[src/rtl/apb_slave_regbank.sv]
// APB completer with eight RW registers, an ID word, a transfer counter and a
// programmable wait-state count. All bus outputs are registered.
module apb_slave_regbank #(
  parameter int unsigned ADDR_WIDTH = 16,
  parameter int unsigned DATA_WIDTH = 32,
  parameter int unsigned DEF_WAIT   = 0,
  parameter logic [31:0] ID_VALUE   = 32'h4150_4231
) (
  input  logic                  pclk,
  input  logic                  presetn,
  input  logic                  psel,
  input  logic                  penable,
  input  logic                  pwrite,
  input  logic [ADDR_WIDTH-1:0] paddr,
  input  logic [DATA_WIDTH-1:0] pwdata,
  input  logic [3:0]            pstrb,
  output logic [DATA_WIDTH-1:0] prdata,
  output logic                  pready,
  output logic                  pslverr
);

  localparam int unsigned NREG = 8;
  localparam logic [2:0]  DEF_WAIT_L = 3'(DEF_WAIT);
  localparam logic [ADDR_WIDTH-1:0] OFF_ID   = ADDR_WIDTH'(32'h20);
  localparam logic [ADDR_WIDTH-1:0] OFF_CNT  = ADDR_WIDTH'(32'h24);
  localparam logic [ADDR_WIDTH-1:0] OFF_WAIT = ADDR_WIDTH'(32'h28);

  // The setup phase is recognised while still in IDLE, so that a W=0 transfer
  // can present a registered pready in its first access cycle.
  typedef enum logic {ST_IDLE, ST_ACCESS} state_t;

  state_t                state;
  logic [DATA_WIDTH-1:0] regs [NREG];
  logic [DATA_WIDTH-1:0] xfer_cnt;
  logic [2:0]            wait_cfg;
  logic [2:0]            wait_cnt;
  logic [ADDR_WIDTH-1:0] addr_q;
  logic                  write_q;
  logic [DATA_WIDTH-1:0] wdata_q;
  logic [3:0]            strb_q;

  logic                  setup;
  logic                  commit;
  logic [ADDR_WIDTH-1:0] dec_addr;
  logic                  dec_write;
  logic                  dec_err;
  logic [DATA_WIDTH-1:0] dec_rdata;
  logic [DATA_WIDTH-1:0] resp_data;

  function automatic logic [DATA_WIDTH-1:0] merge_bytes(
    input logic [DATA_WIDTH-1:0] old_val,
    input logic [DATA_WIDTH-1:0] new_val,
    input logic [3:0]            strb
  );
    logic [DATA_WIDTH-1:0] res;
    res = old_val;
    for (int b = 0; b < 4; b++) begin
      if (strb[b]) res[b*8 +: 8] = new_val[b*8 +: 8];
    end
    return res;
  endfunction

  assign setup  = (state == ST_IDLE) && psel && !penable;
  assign commit = (state == ST_ACCESS) && pready && psel && penable;

  // Decode the live bus during setup and the captured copy afterwards.
  assign dec_addr  = (state == ST_IDLE) ? paddr  : addr_q;
  assign dec_write = (state == ST_IDLE) ? pwrite : write_q;

  // NOTE: every output of a combinational block gets a default first, so no path leaves it unassigned and no latch is inferred.
  always_comb begin
    dec_err   = 1'b0;
    dec_rdata = '0;
    if (dec_addr[1:0] != 2'b00) begin
      dec_err = 1'b1;
    end else if (dec_addr < OFF_ID) begin
      dec_rdata = regs[dec_addr[4:2]];
    end else if (dec_addr == OFF_ID) begin
      dec_rdata = ID_VALUE;
      dec_err   = dec_write;
    end else if (dec_addr == OFF_CNT) begin
      dec_rdata = xfer_cnt;
      dec_err   = dec_write;
    end else if (dec_addr == OFF_WAIT) begin
      dec_rdata = {{(DATA_WIDTH-3){1'b0}}, wait_cfg};
    end else begin
      dec_err = 1'b1;
    end
    resp_data = (dec_err || dec_write) ? '0 : dec_rdata;
  end

  // NOTE: sequential state uses non-blocking assignments only, so every flop samples pre-edge values regardless of statement order.
  always_ff @(posedge pclk) begin
    if (!presetn) begin
      state    <= ST_IDLE;
      // NOTE: the register bank is plain flops, not a RAM macro, so it is cleared by reset like any other state.
      for (int i = 0; i < NREG; i++) regs[i] <= '0;
      xfer_cnt <= '0;
      wait_cfg <= DEF_WAIT_L;
      wait_cnt <= '0;
      addr_q   <= '0;
      write_q  <= 1'b0;
      wdata_q  <= '0;
      strb_q   <= '0;
      pready   <= 1'b0;
      pslverr  <= 1'b0;
      prdata   <= '0;
    end else begin
      case (state)
        ST_IDLE: begin
          if (setup) begin
            addr_q   <= paddr;
            write_q  <= pwrite;
            wdata_q  <= pwdata;
            strb_q   <= pstrb;
            wait_cnt <= wait_cfg;
            state    <= ST_ACCESS;
            if (wait_cfg == 3'd0) begin
              pready  <= 1'b1;
              pslverr <= dec_err;
              prdata  <= resp_data;
            end
          end
        end
        ST_ACCESS: begin
          if (pready) begin
            pready  <= 1'b0;
            pslverr <= 1'b0;
            prdata  <= '0;
            state   <= ST_IDLE;
          end else if (!psel) begin
            state <= ST_IDLE;
          end else begin
            wait_cnt <= wait_cnt - 3'd1;
            if (wait_cnt == 3'd1) begin
              pready  <= 1'b1;
              pslverr <= dec_err;
              prdata  <= resp_data;
            end
          end
        end
        default: state <= ST_IDLE;
      endcase

      // Errored transfers still count; only error-free writes touch registers.
      if (commit) begin
        xfer_cnt <= xfer_cnt + 1'b1;
        if (write_q && !dec_err) begin
          if (addr_q < OFF_ID) begin
            regs[addr_q[4:2]] <= merge_bytes(regs[addr_q[4:2]], wdata_q, strb_q);
          end else if (addr_q == OFF_WAIT && strb_q[0]) begin
            wait_cfg <= wdata_q[2:0];
          end
        end
      end
    end
  end

endmodule

[config.mk]
export PLATFORM = sky130hd
export DESIGN_NAME = apb_slave_regbank
export DESIGN_NICKNAME = d
export VERILOG_FILES = /design/src/rtl/apb_slave_regbank.sv
export SDC_FILE = /design/constraint.sdc
export NUM_CORES = 1
export LEC_CHECK = 0
export ABC_AREA = 1
export BUFFER_PORTS_ARGS = -buffer_cell sky130_fd_sc_hd__clkbuf_2
export CAP_MARGIN = 10
export CORE_MARGIN = 2
export CORE_UTILIZATION = 65
export CTS_BUF_LIST = sky130_fd_sc_hd__clkbuf_2 sky130_fd_sc_hd__clkbuf_4 sky130_fd_sc_hd__clkbuf_8
export DETAILED_ROUTE_END_ITERATION = 8
export GPL_TIMING_DRIVEN = 0
export PLACE_DENSITY_LB_ADDON = 0.2
export REMOVE_ABC_BUFFERS = 1
export SYNTH_ARGS = -nofsm -noshare
export SYNTH_HDL_FRONTEND = slang
export SYNTH_SLANG_ARGS = --single-unit
[constraint.sdc]
create_clock -name pclk -period 4 [get_ports pclk]
set_input_delay 0.8 -clock pclk [delete_from_list [all_inputs] [get_ports pclk]]
set_output_delay 0.8 -clock pclk [all_outputs]
set_load 0.02 [all_outputs]
**After elaboration in Yosys (flattened, before gate mapping)**

Memory sizes are Yosys's and may differ from the RTL's.
Cells that the tools add are included.

- Register bits after elaboration: 126
- Input bits: 57
- Memories kept: 1
- Word-level logic and storage cells: 123
- RAM bits: 256
- Output and inout bits: 34

- Muxes and demuxes: 68
- Order comparisons: 2
- Bitwise gates (word level): 2
- Add/subtract/negate cells: 2
- Eq/ne operators: 15
- Reduce and logical (&&, ||, !) cells: 22

Memories:

| name | depth | width | read ports | clocked after memory_dff | wr ports | line | source |
|---|---|---|---|---|---|---|---|
| regs | 8 | 32 | 1 | 0 | 8 | 33 | `logic [DATA_WIDTH-1:0] regs [NREG];` |

Operators with widths:

| cell | number |
|---|---|
| 32-bit 2-to-1 mux | 11 |
| 8-bit 2-to-1 mux | 20 |
| 16-bit by 6-bit == test with 1-bit output (second input constant) | 4 |
| 32-bit one-hot mux with 2 select lines | 1 |
| 32-bit by 1-bit adder with 32-bit output (second input constant) | 1 |
| 16-bit by 6-bit < comparator with 1-bit output (second input constant) | 2 |
| 32-bit OR reduction | 1 |
| 1-bit 2-to-1 mux | 25 |
| 5-bit inequality test (second input constant) | 4 |
| 16-bit 2-to-1 mux | 1 |
| 3-bit 2-to-1 mux | 5 |
| 2-bit AND reduction | 6 |
| 4-bit AND reduction | 2 |
| 1-bit logical AND | 7 |
| 2-bit inequality test (second input constant) | 3 |
| 1-bit one-hot mux with 2 select lines | 3 |
| 3-bit one-hot mux with 2 select lines | 1 |
| 4-bit 2-to-1 mux | 1 |
| 3-bit by 1-bit == test with 1-bit output (second input constant) | 1 |
| 3-bit logical NOT | 1 |
| 3-bit by 2-bit inequality test with 1-bit output (second input constant) | 1 |
| 3-bit inequality test (second input constant) | 1 |
| 3-bit AND reduction | 1 |
| 3-bit by 1-bit subtractor with 3-bit output (second input constant) | 1 |
| 5 further kinds | 7 |

**Logic depth before layout (Yosys ltp)**

- Depth in word-level cells: 16
- Mapped depth: 16
- Depth with buffers taken out: 14

**Worst setup path after synthesis**

No wires, ideal clock.

- Path type: in2reg
- Start point: in paddr[1]
- End point: mem regs[0][0] (enable)
- Setup slack: 1,212 ps
- Required time: 3,671 ps
- Stages: 14
- Arrival time: 2,459 ps
- Path buffers: 1
- Library setup time: 329 ps
- Cells stage by stage: inv_1 -> nand2_1 -> o21ai_4 -> nand2_1 -> nor2_2 -> nand2_1 -> nand2_1 -> nand2_1 -> nand2_2 -> nand3_4 -> nor2_8 -> buf_12 -> nand3_4 -> nand2_1

RTL lines:

| item | line | source |
|---|---|---|
| from (decl) | 14 | `input logic [ADDR_WIDTH-1:0] paddr,` |
| to (decl) | 33 |  |

==> reports/metrics.cfg <==
[global_routing]
grt_usage_pct=32.3
grt_pass1_wl_mm=71.8
grt_max_degree=92
grt_pass1_vias=13900
antenna_found_initial=1
overflow=0

[run_status]
outcome=finished clean

[route]
first_pass_iters=7
drt_iter0_markers=1624
detail-route-antenna-nets=0
vias=14600
drt-wirelength-per-cell_microns=18.2
drc_errors=0
viasPerCell=5.74
routed_wl_mm=46.1

[worst_setup_path]
criticalPathCategory=reg -> reg
end_kind=flip-flop
crit_slowest_cell=dfxtp_4
rr_worst_depth=17
r2r-end=regs[7][4]$_SDFFCE_PN0P_
crit_fanout=35
r2r_setup_slack_ns=0.22
crit_path_start_kind=flip-flop
crit_arrival_ns=4.06
r2r_start=state$_SDFF_PN0_
cp_cell_sequence=inv_4 -> nand2_2 -> nand2_8 -> nor2_4 -> buf_4 -> nand2_1 -> nor2_1 -> nand2_4 -> nand2_1 -> nand2_1 -> nand2_2 -> nand3_4 -> nor2_8 -> buf_12 -> buf_4 -> nand3_4 -> nand2_2
endpoint=regs[7][4]$_SDFFCE_PN0P_
crit_start=state$_SDFF_PN0_
max_stage_delay_ns=0.48
worstPathRequired_ns=4.28

[cells_and_area]
final_cell_area_sq_um=20100
final_cell_mix=nor2_1, nand2_1, edfxtp_1
drive_gt1_share_pct=14.2
fin_util_pct=74.5
final_common_cell=nor2_1
synthToLayoutAreaGrowth_pct=12.8
final_cells=2538
final_nets=2208
num_antenna_cells=0

[sta]
fmax_ghz=0.265
fin_skew_ns=0.0276
tns_ns=0
setup_viol=0
slew_headroom_pct=13.3
tightest_slew_ns=1.30
slew_violations=0
finalCritPeriodShare_pct=94.5
whs_ns=0.464
rsz0062_at_grt=no
fin_ws_ns=0.222
layout_min_cycle_time_ns=3.78
finalHoldViolCount=0

[synth]
synthDominantCellAreaShare_pct=43.2
synthAdderAreaFrac_pct=0.211
synth.area.top_cells=edfxtp_1, dfxtp_1, nand2_1, nor2_1, inv_1
async_flop_share_pct=0
synthFlopType=edfxtp_1
synth_top_cell_by_area=edfxtp_1
synth_top_family_by_area=simple AND/OR/NAND/NOR gates
yosysSeqAreaShare_pct=57.4
muxShareOfSynthArea_pct=0
synth-xor-area-share_pct=0.394
yosys_warnings=0
syn_avg_cell_area_sq_um=8.62
synth_compound_area_share_pct=5.79
ys_ff_latch=382
synth-edff-count=256
syn_area_sq_um=17800
ys_types=40
synth-simple-area-share_pct=28.4
syn_inst=2064

[power]
power.leakage_nw=7.86
power_frac_seq_pct=51.1
p_switching_mw=2.11
power_frac_comb_pct=8.7
ir_worst_vdd_mv=0.335
power.total_mw=8.57
p_per_area_nw_per_um2=427
clkPwrFrac_pct=40.2
internal_power_mw=6.46
swShare_pct=24.6

[placement]
preCtsSetupSlack_ns=-2.24
dpl.cell_count=2414
dp_hpwl_mm=29.5
post_dp_cell_area_sq_um=18500
port_buffers=90
place_congestion=0.911

[floorplanning]
initial_utilization_pct=66.0
die_x_microns=169
io_pins=91
row_count=60
fp.coreArea_sq_um=27000
chipHeight_microns=169
dieArea_sq_um=28700

[min_path]
worstHoldStart=paddr[12]
hp-class=in -> reg

[clock_tree]
root_buffer=clkbuf_8
clk_pin_slew_ns=0.07
htree_levels=2
cts_tree=built
clk_latency_ns=0.60
hold_buffers=0
cts_buffers=59
clkSinkCount=382
clock_path_buffers=3

[run]
maxCapViolCount=0

per-layer routing:
layer  GRT usage, %  part of all wire (%)  vias to the layer above
li1               -                     -                     6893
met5              0                     0                        -
met3           5.92                   9.0                      162
met4           13.1                   4.1                        0
met1           42.2                    39                     6795
met2           53.9                    48                      714
flip-flops by register name, summed over array words and instances (netlist names):
name,flops
regs,256
pready,1
strb_q,4
xfer_cnt,32
wait_cnt,3
state,1
addr_q,16
pslverr,1
wait_cfg,3
wdata_q,32
prdata,32
write_q,1
repair_timing:
item | in CTS | in global routing
setup endpoints to repair | 548 | 283
buffers inserted | 9 | 0
resized for setup | 11 | 33
pin swaps | 5 | 0
endpoints found under the hold margin | 0 | 0
cloned | 4 | 0
cells by family (layout without fill, tap and decap cells):
kind of cell             count (synthesis)  in the layout
AO/OA/AOI/OAI                          195            195
XOR/XNOR                                 8              8
AND/OR/NAND/NOR                       1123           1127
buffers and inverters                  353            482
adder cells (fa/ha/maj)                  3              3
flip-flops                             382            382
synth_stat cells, drive strengths merged, types with 6 or more instances:
| cell | instances |
|---|---|
| clkbuf | 73 |
| nor2 | 418 |
| dfxtp | 126 |
| buf | 18 |
| o21ai | 104 |
| a211oi | 6 |
| edfxtp | 256 |
| a21oi | 75 |
| xor2 | 8 |
| nor3 | 23 |
| clkinv | 33 |
| nand2 | 446 |
| inv | 229 |
| nand3 | 172 |
| nand4 | 57 |
final cells by class:
type | instances | area, sq um
flip-flops and latches | 382 | 10200
fillers | 1972 | 6880
multi-input cells | 1333 | 6420
clock buffers | 102 | 1210
inverters | 262 | 987
repair buffers | 110 | 746
well taps | 341 | 427
clock inverters | 8 | 66.3
how the worst min path moves through the flow:
stage	cells past startpoint	to
3_3_place_gp	2	addr_q[14]$_SDFFE_PN0P_
6_report	3	addr_q[12]$_SDFFE_PN0P_
2_1_floorplan	2	addr_q[11]$_SDFFE_PN0P_
3_5_place_dp	2	addr_q[11]$_SDFFE_PN0P_
5_1_grt	3	addr_q[12]$_SDFFE_PN0P_
4_1_cts	3	addr_q[12]$_SDFFE_PN0P_
worst max-delay path, delay by kind of cell, from the launching register on:
family	cells	cell delay, ns
buf+inv	4	0.67
flops	1	0.48
simple gates	13	2.24
power groups by stage:
stage | Sequential [mW] | Clock (mW) | Combinational (mW)
after floorplan | 4.45 | 0 | 0.420
after global placement | 4.46 | 0 | 0.674
after detailed placement | 4.46 | 0 | 0.693
after CTS | 4.38 | 3.46 | 0.719
after global routing | 4.39 | 3.61 | 0.806
final | 4.38 | 3.45 | 0.744
Note: power is estimated with default switching activity, not from simulation.
